==> src/rtl/dmem_lsu_ctrl.sv <==
// dmem_lsu_ctrl: RV32I load/store initiator for a dual-port byte-lane data memory
module dmem_lsu_ctrl #(
  parameter int MEM_AW = 15
) (
  input  logic              clk,
  input  logic              rstn,
  input  logic              req_valid,
  output logic              req_ready,
  input  logic              req_we,
  input  logic [2:0]        req_funct3,
  input  logic [31:0]       req_addr,
  input  logic [31:0]       req_wdata,
  output logic              resp_valid,
  output logic              resp_err,
  output logic [31:0]       resp_rdata,
  output logic              mem_ena,
  output logic [3:0]        mem_wea,
  output logic [MEM_AW-1:0] mem_addra,
  output logic [31:0]       mem_dina,
  output logic              mem_enb,
  output logic [MEM_AW-1:0] mem_addrb,
  input  logic [31:0]       mem_doutb
);

  typedef enum logic [2:0] {IDLE, READ, WRITE, LRSP, SRSP, ERR} state_t;

  state_t            state_q, state_d;
  logic              we_q;
  logic [2:0]        f3_q;
  logic [MEM_AW-1:0] waddr_q;
  logic [1:0]        off_q;
  logic [31:0]       wdata_q;
  logic              accept, bad_f3, misal, illegal, unused_addr;
  logic [4:0]        sh;
  logic [7:0]        byte_v;
  logic [15:0]       half_v;
  logic [31:0]       load_data, merge_data;

  assign accept      = req_valid & (state_q == IDLE);
  assign unused_addr = ^req_addr[31:MEM_AW+2];
  assign bad_f3      = (req_funct3 == 3'b011) | (req_funct3[2:1] == 2'b11) | (req_we & req_funct3[2]);
  assign misal       = ((req_funct3[1:0] == 2'b01) & req_addr[0]) |
                       ((req_funct3[1:0] == 2'b10) & (|req_addr[1:0]));
  assign illegal     = bad_f3 | misal;

  // state register; reset discards any in-flight request
  always_ff @(posedge clk or negedge rstn) begin
    if (!rstn) state_q <= IDLE;
    else       state_q <= state_d;
  end

  // request capture on accept; held stable for the whole transaction
  always_ff @(posedge clk or negedge rstn) begin
    if (!rstn) begin
      we_q    <= 1'b0;
      f3_q    <= 3'b000;
      waddr_q <= '0;
      off_q   <= 2'b00;
      wdata_q <= '0;
    end else if (accept) begin
      we_q    <= req_we;
      f3_q    <= req_funct3;
      waddr_q <= req_addr[MEM_AW+1:2];
      off_q   <= req_addr[1:0];
      wdata_q <= req_wdata;
    end
  end

  // lane extraction for loads and read-modify-write merge for sub-word stores
  always_comb begin
    sh         = {off_q, 3'b000};
    byte_v     = 8'(mem_doutb >> sh);
    half_v     = off_q[1] ? mem_doutb[31:16] : mem_doutb[15:0];
    load_data  = (f3_q[1:0] == 2'b00) ? {{24{~f3_q[2] & byte_v[7]}}, byte_v} :
                 (f3_q[1:0] == 2'b01) ? {{16{~f3_q[2] & half_v[15]}}, half_v} : mem_doutb;
    merge_data = (f3_q[1:0] == 2'b00) ? ((mem_doutb & ~(32'h0000_00FF << sh)) | ({24'b0, wdata_q[7:0]} << sh)) :
                 (f3_q[1:0] == 2'b01) ? (off_q[1] ? {wdata_q[15:0], mem_doutb[15:0]} : {mem_doutb[31:16], wdata_q[15:0]}) :
                 wdata_q;
  end

  // next-state and Moore outputs; every output idles at zero
  always_comb begin
    state_d    = state_q;
    req_ready  = 1'b0;
    resp_valid = 1'b0;
    resp_err   = 1'b0;
    resp_rdata = '0;
    mem_ena    = 1'b0;
    mem_wea    = 4'b0000;
    mem_addra  = '0;
    mem_dina   = '0;
    mem_enb    = 1'b0;
    mem_addrb  = '0;
    case (state_q)
      IDLE: begin
        req_ready = 1'b1;
        if (req_valid) state_d = illegal ? ERR : (req_we && req_funct3 == 3'b010) ? WRITE : READ;
      end
      READ: begin
        mem_enb   = 1'b1;
        mem_addrb = waddr_q;
        state_d   = we_q ? WRITE : LRSP;
      end
      WRITE: begin
        mem_ena   = 1'b1;
        mem_wea   = 4'b1111;
        mem_addra = waddr_q;
        mem_dina  = merge_data;
        state_d   = SRSP;
      end
      LRSP: begin
        resp_valid = 1'b1;
        resp_rdata = load_data;
        state_d    = IDLE;
      end
      SRSP: begin
        resp_valid = 1'b1;
        state_d    = IDLE;
      end
      ERR: begin
        resp_valid = 1'b1;
        resp_err   = 1'b1;
        state_d    = IDLE;
      end
      default: state_d = IDLE;
    endcase
  end

endmodule

==> config.mk <==
export PLATFORM = sky130hd
export DESIGN_NAME = dmem_lsu_ctrl
export DESIGN_NICKNAME = d
export VERILOG_FILES = /design/src/rtl/dmem_lsu_ctrl.sv
export SDC_FILE = /design/constraint.sdc
export NUM_CORES = 1
export LEC_CHECK = 0
export BUFFER_PORTS_ARGS = -buffer_cell sky130_fd_sc_hd__buf_2
export CORE_MARGIN = 3
export CORE_UTILIZATION = 40
export CTS_CLUSTER_SIZE = 20
export DETAILED_ROUTE_END_ITERATION = 7
export PLACE_DENSITY = 0.78
export SETUP_SLACK_MARGIN = 0.1
export SLEW_MARGIN = 0
export SYNTH_ARGS = -nofsm -noshare
export SYNTH_HDL_FRONTEND = slang
export SYNTH_SLANG_ARGS = --single-unit
==> constraint.sdc <==
create_clock -name clk -period 3.48 [get_ports clk]
set_clock_uncertainty 0.05 [all_clocks]
set_input_delay 0.348 -clock clk [delete_from_list [all_inputs] [get_ports clk]]
set_output_delay 0.348 -clock clk [all_outputs]
set_load 0.005 [all_outputs]
==> metrics.log, run 1 <==
[metrics] post-detailed-route via-to-cell ratio: 5.63
[metrics] area of the core region: 9460 um^2
[metrics] share of synthesized registers carrying an async set or reset: 1.00
[metrics] library cell occupying the most area in the post-synthesis netlist: sky130_fd_sc_hd__dfrtp_1
[metrics] TritonRoute pass-1 iters: 7
[metrics] Die H: 106 um
[metrics] CTS Buffer Depth: 2
[metrics] area of the die: 11200 um^2
[metrics] layout cell share with drive strength beyond 1: 0.473
[metrics] layout net count: 717
[metrics] Slew Viols, Final: 0
[metrics] pwr/cell area: 820 nW/um^2
[metrics] total routed wirelength: 13.6 mm
[metrics] Max FO, Critical Path: 24
[metrics] via count of the first global-routing pass: 4157
[metrics] highest clock rate: 323 MHz
[metrics] number of endpoints failing setup at the final stage: 0
[metrics] Congestion Overflow GR: 0
[metrics] Worst Setup Path Type: flop to primary output
[metrics] synthesized netlist cell count: 447
[metrics] post-cts repair resize count: 0
[metrics] clock slew at the register clock pins of the worst setup and hold paths: 110 ps
[metrics] starting density of the core: 0.421
[metrics] relative area change from synthesis to final layout: 27.5%
[metrics] total I/O pin count: 206
[metrics] slowest cell on the critical path: sky130_fd_sc_hd__dfrtp_1
[metrics] total of warnings raised by yosys: 0
[metrics] maximum number of pins on one net before global-route repair: 48
[metrics] maximum single-stage delay on the critical path: 750 ps
[metrics] CTS Hold Buffers Added: 0
[metrics] share of the synthesized netlist area taken by xor and xnor gates: 0
[metrics] number of logic stages on the critical path including buffering: 5
[metrics] part of the cycle the worst path needs: 0.889
[metrics] insertion delay to the later sink of the worst-skew pair: 310 ps
[metrics] top-area cell type share of the netlist area: 0.352
[metrics] data arrival time of the critical path: 2700 ps
[metrics] MaxCap Viol Count: 0
[metrics] DRC violation count after routing: 0
[metrics] Tightest Hold Check Type: input pin to async pin
[metrics] CTS tree: done
[metrics] adder-cell share of the synthesized area: 0
[metrics] die width: 106 um
[metrics] Setup TNS Final: 0 ps
[metrics] hold violation total from the final report: 0
[metrics] family with the most delay on the worst path: flip-flops
[metrics] most prevalent standard cell on the critical path: sky130_fd_sc_hd__nand2b_1
[metrics] top cells by area, synth: sky130_fd_sc_hd__dfrtp_1 (35%), sky130_fd_sc_hd__mux2_2 (17%), sky130_fd_sc_hd__and3_1 (4.9%)
[metrics] net count after synthesis: 550
[metrics] All-Layer GR Usage: 0.237
[metrics] post-detailed-route wirelength per cell: 18.3 um
[metrics] setup slack on the worst flop-to-flop path: 1280 ps
[metrics] maximum level of the CTS H-tree: 2
[metrics] number of sinks on the clock net: 56
[metrics] cell row count: 35
[metrics] Min Clock Period, post-route: 3090 ps
[metrics] post-synthesis mux area share: 0.205
[metrics] final-layout worst hold slack: 18.9 ps
[metrics] register bit total from synthesis: 56
[metrics] cell area after technology mapping: 3980 um^2
[metrics] main combinational cell family by area after synthesis: multiplexers
[metrics] Routed Antenna Nets: 0
[metrics] highest ir drop seen on vdd: 0.549 mV
[metrics] post-detailed-placement half-perimeter wirelength: 10.3 mm
[metrics] startpoint types: flop
[metrics] worst-case headroom to the max-slew limit: 0.471
[metrics] worst-path cell chain: buf_4 > nand2b_1 > nand2b_1 > o221a_2 > buf_2
[metrics] number of antenna violations at the first check in global routing: 2
[metrics] Post CTS Setup Buffer Count: 0
[metrics] total inserted antenna cells: 0
[metrics] cell depth of the worst flop-to-flop path: 4
[metrics] setup repair after global routing missed its margin: no
[metrics] clock tree root driver cell: sky130_fd_sc_hd__clkbuf_8
[metrics] source of the worst register-to-register timing path: state_q[1]$_DFFE_PN0P_
[metrics] worst slew pin tran: 793 ps
[metrics] CP Capture Type: primary output
[metrics] static leakage power: 2.72 nW
[metrics] mean post-synth cell area: 8.91 um^2
[metrics] number of buffers created by CTS: 5
[metrics] Synth top cells by count: sky130_fd_sc_hd__mux2_2 (59), sky130_fd_sc_hd__dfrtp_1 (56), sky130_fd_sc_hd__nand2_1 (44)
[metrics] final weighted congestion of routability-driven global placement: 0.930
[metrics] number of buffer and inverter instances along the worst setup path: 2
[metrics] Worst EP required: 3080 ps
[metrics] number of violations reported at the end of detailed-routing iteration 0: 319
[metrics] most frequently used cell type in the post-synthesis netlist: sky130_fd_sc_hd__mux2_2
[metrics] final-layout fill cell count: 916
[metrics] EDFF count, synth: 0
[metrics] worst setup path startpoint: off_q[1]$_DFFE_PN0P_
[metrics] Seq/Total Area, Yosys: 0.352
[metrics] vias post-DR: 4188
[metrics] complex-gate fraction of the synthesized area: 0.170
[metrics] outcome: finished clean
[metrics] worst setup margin: 386 ps
[metrics] number of library cell types mapped by synthesis: 39
[metrics] most used flip-flop cell after synthesis: sky130_fd_sc_hd__dfrtp_1
[metrics] final core utilization: 0.537
[metrics] wire length of the first global-routing pass: 21.2 mm
[metrics] Post-Synth Simple-Gate Area: 0.198
[metrics] Port Buffer Count: 190
[metrics] Critical R2R Capture: wdata_q[7]$_DFFE_PN0P_
[metrics] post-placement setup slack: 700 ps
==> placed cells by master (no fill, tap or decap), types with 2 or more instances in the layout <==
cell type and instances:
sky130_fd_sc_hd__a21oi_1 21, sky130_fd_sc_hd__a21oi_2 11, sky130_fd_sc_hd__a221oi_1 2, sky130_fd_sc_hd__a222oi_1 11
sky130_fd_sc_hd__and2_1 15, sky130_fd_sc_hd__and3_1 31, sky130_fd_sc_hd__buf_2 190, sky130_fd_sc_hd__buf_4 9
sky130_fd_sc_hd__clkbuf_8 5, sky130_fd_sc_hd__dfrtp_1 55, sky130_fd_sc_hd__inv_1 28, sky130_fd_sc_hd__mux2_2 59
sky130_fd_sc_hd__mux2i_1 13, sky130_fd_sc_hd__nand2_1 44, sky130_fd_sc_hd__nand2b_1 11, sky130_fd_sc_hd__nand3_1 2
sky130_fd_sc_hd__nor2_1 24, sky130_fd_sc_hd__nor2b_1 4, sky130_fd_sc_hd__nor3_1 13, sky130_fd_sc_hd__o21ai_0 19
sky130_fd_sc_hd__o221a_2 8, sky130_fd_sc_hd__o22ai_1 17, sky130_fd_sc_hd__or2b_1 2
==> how the worst max path moves through the flow <==
| stage | endpoint | slack, ps |
|---|---|---|
| after CTS | resp_rdata[1] | 330 |
| after global placement | resp_rdata[1] | 770 |
| after global routing | mem_dina[18] | 170 |
| final | mem_dina[21] | 390 |
| after detailed placement | resp_rdata[1] | 700 |
| after floorplan | resp_rdata[16] | 1480 |
==> per-stage QoR <==
step           power (mW)  cell area, um^2  std cells
6_report             4.16             5080        744
5_1_grt              4.50             5080        744
4_1_cts              4.17             5080        744
3_5_place_dp         3.80             4990        736
3_3_place_gp         3.70             4990        736
2_1_floorplan        2.98             3980        447
==> state kept, by name, summed over array words and instances (netlist names) <==
name     flops
wdata_q     32
waddr_q     15
f3_q         3
we_q         1
off_q        2
state_q      3
==> report_power, final <==
group	internal, mW	total, mW	switching, mW
logic	1.16	2.43	1.27
registers	0.983	1.37	0.387
clock network	0.145	0.364	0.219
==> cells by family after synthesis <==
| group | count (synthesis) |
|---|---|
| and+or+nand+nor | 154 |
| AOI/OAI and AO/OA | 96 |
| muxes | 73 |
| buffers and inverters | 68 |
| DFF | 56 |
==> area by class of cell <==
class | instances | area (um^2) | area share
Clock buffer | 6 | 72.6 | 0.0143
Sequential cell | 56 | 1400 | 0.276
Inverter | 28 | 105 | 0.0207
Timing Repair Buffer | 200 | 1040 | 0.204
Multi-Input combinational cell | 323 | 2280 | 0.450
Clock inverter | 2 | 16.3 | 0.00320
Tap cell | 129 | 161 | 0.0318
==> worst register-to-register path, cell delays in order (launching register included) <==
cell	delay, ps
sky130_fd_sc_hd__dfrtp_1	640
sky130_fd_sc_hd__nor3_1	280
sky130_fd_sc_hd__and2_2	440
sky130_fd_sc_hd__buf_12	300
sky130_fd_sc_hd__mux2_2	390
==> routing by layer <==
metal	track usage	part of all wire
met5	0	0.0025
met4	0.0944	0.033
met3	0.0661	0.098
met2	0.406	0.48
met1	0.279	0.38
No activity file was read; power rests on OpenSTA's default activity.
==> run 2, diff against run 1 <==
--- a/config.mk
+++ b/config.mk
@@ -5,7 +5,7 @@
 export SDC_FILE = /design/constraint.sdc
 export NUM_CORES = 1
 export LEC_CHECK = 0
-export BUFFER_PORTS_ARGS = -buffer_cell sky130_fd_sc_hd__buf_2
+export BUFFER_PORTS_ARGS = -buffer_cell sky130_fd_sc_hd__clkbuf_2
 export CORE_MARGIN = 3
 export CORE_UTILIZATION = 40
 export CTS_CLUSTER_SIZE = 20
==> metrics.log, run 2 (same netlist as run 1, synthesis figures left out) <==
[metrics] outcome: finished clean
[metrics] MaxCap Viol Count: 0 (unchanged)
[metrics] Critical R2R Capture: wdata_q[12]$_DFFE_PN0P_
[metrics] Post CTS Setup Buffer Count: 0 (unchanged)
[metrics] Port Buffer Count: 190 (unchanged)
[metrics] number of buffers created by CTS: 5 (unchanged)
[metrics] number of endpoints failing setup at the final stage: 0 (unchanged)
[metrics] data arrival time of the critical path: 2600 ps (-100 ps)
[metrics] Max FO, Critical Path: 24 (unchanged)
[metrics] setup slack on the worst flop-to-flop path: 1240 ps (-40 ps)
[metrics] Tightest Hold Check Type: input pin to async pin
[metrics] total inserted antenna cells: 0 (unchanged)
[metrics] highest clock rate: 333 MHz (+3.2%)
[metrics] part of the cycle the worst path needs: 0.862 (-0.0272)
[metrics] registers with the most flip-flops: wdata_q x32, waddr_q x15
[metrics] source of the worst register-to-register timing path: state_q[1]$_DFFE_PN0P_
[metrics] maximum number of pins on one net before global-route repair: 48 (unchanged)
[metrics] TritonRoute pass-1 iters: 5 (-2)
[metrics] clock tree root driver cell: sky130_fd_sc_hd__clkbuf_8
[metrics] Routed Antenna Nets: 0 (unchanged)
[metrics] area of the die: 11200 um^2 (unchanged)
[metrics] Setup TNS Final: 0 ps (unchanged)
[metrics] post-detailed-route wirelength per cell: 18.3 um (-0.43%)
[metrics] clock slew at the register clock pins of the worst setup and hold paths: 100 ps (about the same)
[metrics] Slew Viols, Final: 0 (unchanged)
[metrics] final core utilization: 0.537 (about the same)
[metrics] Min Clock Period, post-route: 3000 ps (-94.8 ps)
[metrics] via count of the first global-routing pass: 4203 (+1.1%)
[metrics] relative area change from synthesis to final layout: 27.6% (about the same)
[metrics] total I/O pin count: 206 (unchanged)
[metrics] most common library cell in the layout ignoring fill and taps: sky130_fd_sc_hd__clkbuf_2
[metrics] Worst EP required: 3080 ps (about the same)
[metrics] Congestion Overflow GR: 0 (unchanged)
[metrics] number of violations reported at the end of detailed-routing iteration 0: 330 (+3.4%)
[metrics] cell depth of the worst flop-to-flop path: 4 (unchanged)
[metrics] CTS tree: done
[metrics] layout net count: 717 (unchanged)
[metrics] startpoint types: flop
[metrics] post-detailed-route via-to-cell ratio: 5.63 (about the same)
[metrics] CP Capture Type: primary output
[metrics] starting density of the core: 0.421 (unchanged)
[metrics] largest register by flop count: wdata_q
[metrics] CTS Buffer Depth: 2 (unchanged)
[metrics] number of sinks on the clock net: 56 (unchanged)
[metrics] worst slew pin tran: 966 ps (+173 ps)
[metrics] die width: 106 um (unchanged)
[metrics] highest ir drop seen on vdd: 0.515 mV (-6.3%)
[metrics] number of flip-flops in the largest register: 32 (unchanged)
[metrics] area of the core region: 9460 um^2 (unchanged)
[metrics] hold violation total from the final report: 0 (unchanged)
[metrics] post-cts repair resize count: 0 (unchanged)
[metrics] commonest non-fill, non-tap cells in the layout: sky130_fd_sc_hd__clkbuf_2 (190), sky130_fd_sc_hd__mux2_2 (59), sky130_fd_sc_hd__dfrtp_1 (55)
[metrics] vias post-DR: 4191 (+0.072%)
[metrics] post-detailed-placement half-perimeter wirelength: 10.2 mm (-1.0%)
[metrics] Die H: 106 um (unchanged)
[metrics] pwr/cell area: 824 nW/um^2 (+0.46%)
[metrics] number of antenna violations at the first check in global routing: 1 (-1)
[metrics] cell row count: 35 (unchanged)
[metrics] setup repair after global routing missed its margin: no
[metrics] final weighted congestion of routability-driven global placement: 0.918 (-1.3%)
[metrics] All-Layer GR Usage: 0.234 (-0.00252)
[metrics] wire length of the first global-routing pass: 21.2 mm (unchanged)
[metrics] DRC violation count after routing: 0 (unchanged)
[metrics] maximum level of the CTS H-tree: 2 (unchanged)
[metrics] worst-case headroom to the max-slew limit: 0.356 (-0.115)
[metrics] insertion delay to the later sink of the worst-skew pair: 310 ps (about the same)
[metrics] Worst Setup Path Type: flop to primary output
[metrics] layout cell share with drive strength beyond 1: 0.472 (-0.00163)
[metrics] total routed wirelength: 13.6 mm (-0.43%)
[metrics] static leakage power: 2.65 nW (-2.3%)
[metrics] CTS Hold Buffers Added: 0 (unchanged)
==> run 2: critical path: stages (launching register included) <==
cell                       delay, ps
sky130_fd_sc_hd__dfrtp_1         770
sky130_fd_sc_hd__nand3_1         140
sky130_fd_sc_hd__buf_4           210
sky130_fd_sc_hd__or3b_1          720
sky130_fd_sc_hd__a21oi_1         270
sky130_fd_sc_hd__clkbuf_2        160
==> run 2: cell type report <==
cell class,count,area (um^2)
clock buffers,7,86.3
well taps,129,161
repair buffers,200,1040
multi-input cells,323,2280
fillers,881,4380
inverters,28,105
clock inverters,1,7.51
flip-flops and latches,56,1400
==> run 2: how the worst max path moves through the flow <==
stage                           startpoint        endpoint  depth (start not counted)
global placement       f3_q[1]$_DFFE_PN0P_  resp_rdata[31]                          5
detailed placement  state_q[1]$_DFFE_PN0P_  resp_rdata[31]                          5
global route        state_q[1]$_DFFE_PN0P_  resp_rdata[31]                          5
CTS                 state_q[1]$_DFFE_PN0P_  resp_rdata[31]                          5
finish              state_q[1]$_DFFE_PN0P_  resp_rdata[31]                          5
floorplan             off_q[0]$_DFFE_PN0P_  resp_rdata[16]                          7
==> run 2: power breakdown <==
part | internal (mW) | total [mW] | switching (mW)
sequential | 0.983 | 1.37 | 0.388
combinational | 1.16 | 2.43 | 1.28
clock | 0.163 | 0.382 | 0.220
==> run 2: stage by stage <==
| step | total power [mW] | std cells | hold WS (ps) | setup slack [ps] | cell area, um^2 |
|---|---|---|---|---|---|
| floorplan | 2.98 | 447 | 2.41 | 1480 | 3980 |
| global placement | 3.70 | 736 | 443 | 895 | 4990 |
| detailed placement | 3.79 | 736 | 448 | 843 | 4990 |
| CTS | 4.18 | 744 | 156 | 479 | 5080 |
| global route | 4.51 | 744 | 189 | 304 | 5080 |
| finish | 4.19 | 744 | 123 | 481 | 5080 |
==> run 2: metal layers <==
layer,vias to the layer above,global-route usage,part of all wire
met2,251,0.393,0.47
met1,1978,0.288,0.40
met4,2,0.103,0.035
li1,1924,-,-
met5,-,0,0.00096
met3,36,0.0508,0.094
==> run 3, diff against run 2 <==
--- a/config.mk
+++ b/config.mk
@@ -11,6 +11,7 @@
 export CTS_CLUSTER_SIZE = 20
 export DETAILED_ROUTE_END_ITERATION = 7
 export PLACE_DENSITY = 0.78
+export REMOVE_ABC_BUFFERS = 1
 export SETUP_SLACK_MARGIN = 0.1
 export SLEW_MARGIN = 0
 export SYNTH_ARGS = -nofsm -noshare
==> metrics.log, run 3 (same netlist as run 1, synthesis figures left out) <==
[metrics] outcome: finished clean
[metrics] clock slew at the register clock pins of the worst setup and hold paths: 110 ps (about the same)
[metrics] Routed Antenna Nets: 0 (unchanged)
[metrics] starting density of the core: 0.421 (unchanged)
[metrics] CP Capture Type: primary output
[metrics] Critical R2R Capture: waddr_q[3]$_DFFE_PN0P_
[metrics] worst setup margin: 381 ps (-100 ps)
[metrics] final weighted congestion of routability-driven global placement: 0.888 (-3.3%)
[metrics] highest clock rate: 323 MHz (-3.2%)
[metrics] total I/O pin count: 206 (unchanged)
[metrics] most common library cell in the layout ignoring fill and taps: sky130_fd_sc_hd__clkbuf_2
[metrics] source of the worst register-to-register timing path: state_q[1]$_DFFE_PN0P_
[metrics] maximum single-stage delay on the critical path: 850 ps (+80 ps)
[metrics] setup repair after global routing missed its margin: no
[metrics] worst-case headroom to the max-slew limit: 0.318 (-0.0377)
[metrics] final-layout fill cell count: 920 (+4.4%)
[metrics] number of violations reported at the end of detailed-routing iteration 0: 325 (-1.5%)
[metrics] data arrival time of the critical path: 2700 ps (+100 ps)
[metrics] layout cell share with drive strength beyond 1: 0.474 (+0.00248)
[metrics] family with the most delay on the worst path: simple AND/OR/NAND/NOR gates
[metrics] Slew Viols, Final: 0 (unchanged)
[metrics] Worst EP required: 3080 ps (about the same)
[metrics] hold violation total from the final report: 0 (unchanged)
[metrics] total routed wirelength: 13.8 mm (+1.4%)
[metrics] post-detailed-route via-to-cell ratio: 5.59 (-0.75%)
[metrics] Post CTS Setup Buffer Count: 0 (unchanged)
[metrics] area of the core region: 9460 um^2 (unchanged)
[metrics] CTS Buffer Depth: 2 (unchanged)
[metrics] number of antenna violations at the first check in global routing: 0 (-1)
[metrics] post-detailed-route wirelength per cell: 18.5 um (+1.3%)
[metrics] Setup TNS Final: 0 ps (unchanged)
[metrics] commonest non-fill, non-tap cells in the layout: sky130_fd_sc_hd__clkbuf_2 (190), sky130_fd_sc_hd__mux2_2 (59), sky130_fd_sc_hd__dfrtp_1 (55)
[metrics] cell depth of the worst flop-to-flop path: 4 (unchanged)
[metrics] number of sinks on the clock net: 56 (unchanged)
[metrics] number of buffers created by CTS: 5 (unchanged)
[metrics] Min Clock Period, post-route: 3100 ps (+100 ps)
[metrics] Max FO, Critical Path: 25 (+4.2%)
[metrics] via count of the first global-routing pass: 4056 (-3.5%)
[metrics] maximum number of pins on one net before global-route repair: 38 (-21%)
[metrics] Worst Setup Path Type: flop to primary output
[metrics] static leakage power: 2.65 nW (about the same)
[metrics] die width: 106 um (unchanged)
[metrics] post-placement setup slack: 737 ps (-106 ps)
[metrics] CTS tree: done
[metrics] area of the multi-input gates: 2280 um^2 (unchanged)
[metrics] number of endpoints failing setup at the final stage: 0 (unchanged)
[metrics] TritonRoute pass-1 iters: 8 (+3)
[metrics] highest ir drop seen on vdd: 0.376 mV (-27%)
[metrics] startpoint types: flop
[metrics] FF+latch area: 1400 um^2 (unchanged)
[metrics] registers with the most flip-flops: wdata_q x32, waddr_q x15
[metrics] DRC violation count after routing: 0 (unchanged)
[metrics] MaxCap Viol Count: 0 (unchanged)
[metrics] Die H: 106 um (unchanged)
[metrics] clock tree root driver cell: sky130_fd_sc_hd__clkbuf_8
[metrics] post-detailed-placement half-perimeter wirelength: 10.3 mm (+0.23%)
[metrics] relative area change from synthesis to final layout: 27.7%
[metrics] cell row count: 35 (unchanged)
[metrics] number of flip-flops in the largest register: 32 (unchanged)
[metrics] number of buffer and inverter instances along the worst setup path: 1 (-1)
[metrics] Tightest Hold Check Type: input pin to async pin
[metrics] All-Layer GR Usage: 0.242 (+0.00774)
[metrics] power consumption: 4.20 mW (+0.44%)
[metrics] post-cts repair resize count: 0 (unchanged)
[metrics] total inserted antenna cells: 0 (unchanged)
[metrics] slowest cell on the critical path: sky130_fd_sc_hd__or3b_1
[metrics] pwr/cell area: 826 nW/um^2 (+0.32%)
[metrics] Congestion Overflow GR: 0 (unchanged)
[metrics] largest register by flop count: wdata_q
[metrics] maximum level of the CTS H-tree: 2 (unchanged)
[metrics] layout net count: 718 (+0.14%)
[metrics] Port Buffer Count: 190 (unchanged)
[metrics] vias post-DR: 4165 (-0.62%)
[metrics] wire length of the first global-routing pass: 21.7 mm (+2.0%)
[metrics] number of cells in the finished layout apart from fillers: 745 (+0.13%)
[metrics] number of logic stages on the critical path including buffering: 5 (unchanged)
[metrics] area of the die: 11200 um^2 (unchanged)
[metrics] insertion delay to the later sink of the worst-skew pair: 320 ps (about the same)
[metrics] placed cell count: 737 (+0.14%)
[metrics] worst slew pin tran: 1020 ps (+56.6 ps)
[metrics] setup slack on the worst flop-to-flop path: 1070 ps (-170 ps)
[metrics] worst-path cell chain: nor2b_1 > o21ai_0 > or3b_1 > a21oi_1 > clkbuf_2
[metrics] CTS Hold Buffers Added: 0 (unchanged)
[metrics] part of the cycle the worst path needs: 0.891 (+0.0288)
## run 3: metrics by stage
stage / hold slack [ps] / utilization / area [um^2]
2_1_floorplan: 2.41 / - / 3790
3_3_place_gp: 442 / 0.528 / 5000
3_5_place_dp: 448 / 0.528 / 5000
4_1_cts: 158 / 0.538 / 5090
5_1_grt: 166 / 0.538 / 5090
6_report: 141 / 0.538 / 5090
## run 3: how the worst max path moves through the flow
| stage | startpoint | to | slack (ps) |
|---|---|---|---|
| 2_1_floorplan | f3_q[1]$_DFFE_PN0P_ | resp_rdata[21] | 720 |
| 3_3_place_gp | f3_q[1]$_DFFE_PN0P_ | resp_rdata[31] | 800 |
| 3_5_place_dp | f3_q[1]$_DFFE_PN0P_ | resp_rdata[23] | 740 |
| 4_1_cts | f3_q[1]$_DFFE_PN0P_ | resp_rdata[23] | 360 |
| 5_1_grt | f3_q[1]$_DFFE_PN0P_ | resp_rdata[31] | 180 |
| 6_report | f3_q[1]$_DFFE_PN0P_ | resp_rdata[31] | 380 |
## run 3: metal layers
metal  track usage  vias up  wire length (um)
met4        0.0555        0               119
met2         0.412      242              6680
li1              -     1929                 -
met3        0.0508       10              1320
met5             0        -                 0
met1         0.315     1984              5650
## run 3: final cells by class
class | count | share of cell area
clock buffers | 5 | 0.0135
clock inverters | 3 | 0.00467
inverters | 28 | 0.0207
multi-input cells | 323 | 0.448
flip-flops and latches | 56 | 0.276
well taps | 129 | 0.0317
repair buffers | 201 | 0.206
## run 3: worst reg2reg max path, cell delays in order (launching register included)
cell	delay [ps]
sky130_fd_sc_hd__dfrtp_1	630
sky130_fd_sc_hd__nor3_1	310
sky130_fd_sc_hd__and2_2	660
sky130_fd_sc_hd__buf_12	290
sky130_fd_sc_hd__mux2_2	380
## run 3: where the power goes
part / switching [mW] / internal (mW)
clock network: 0.235 / 0.143
logic: 1.29 / 1.16
registers: 0.388 / 0.983
total: 1.91 / 2.29
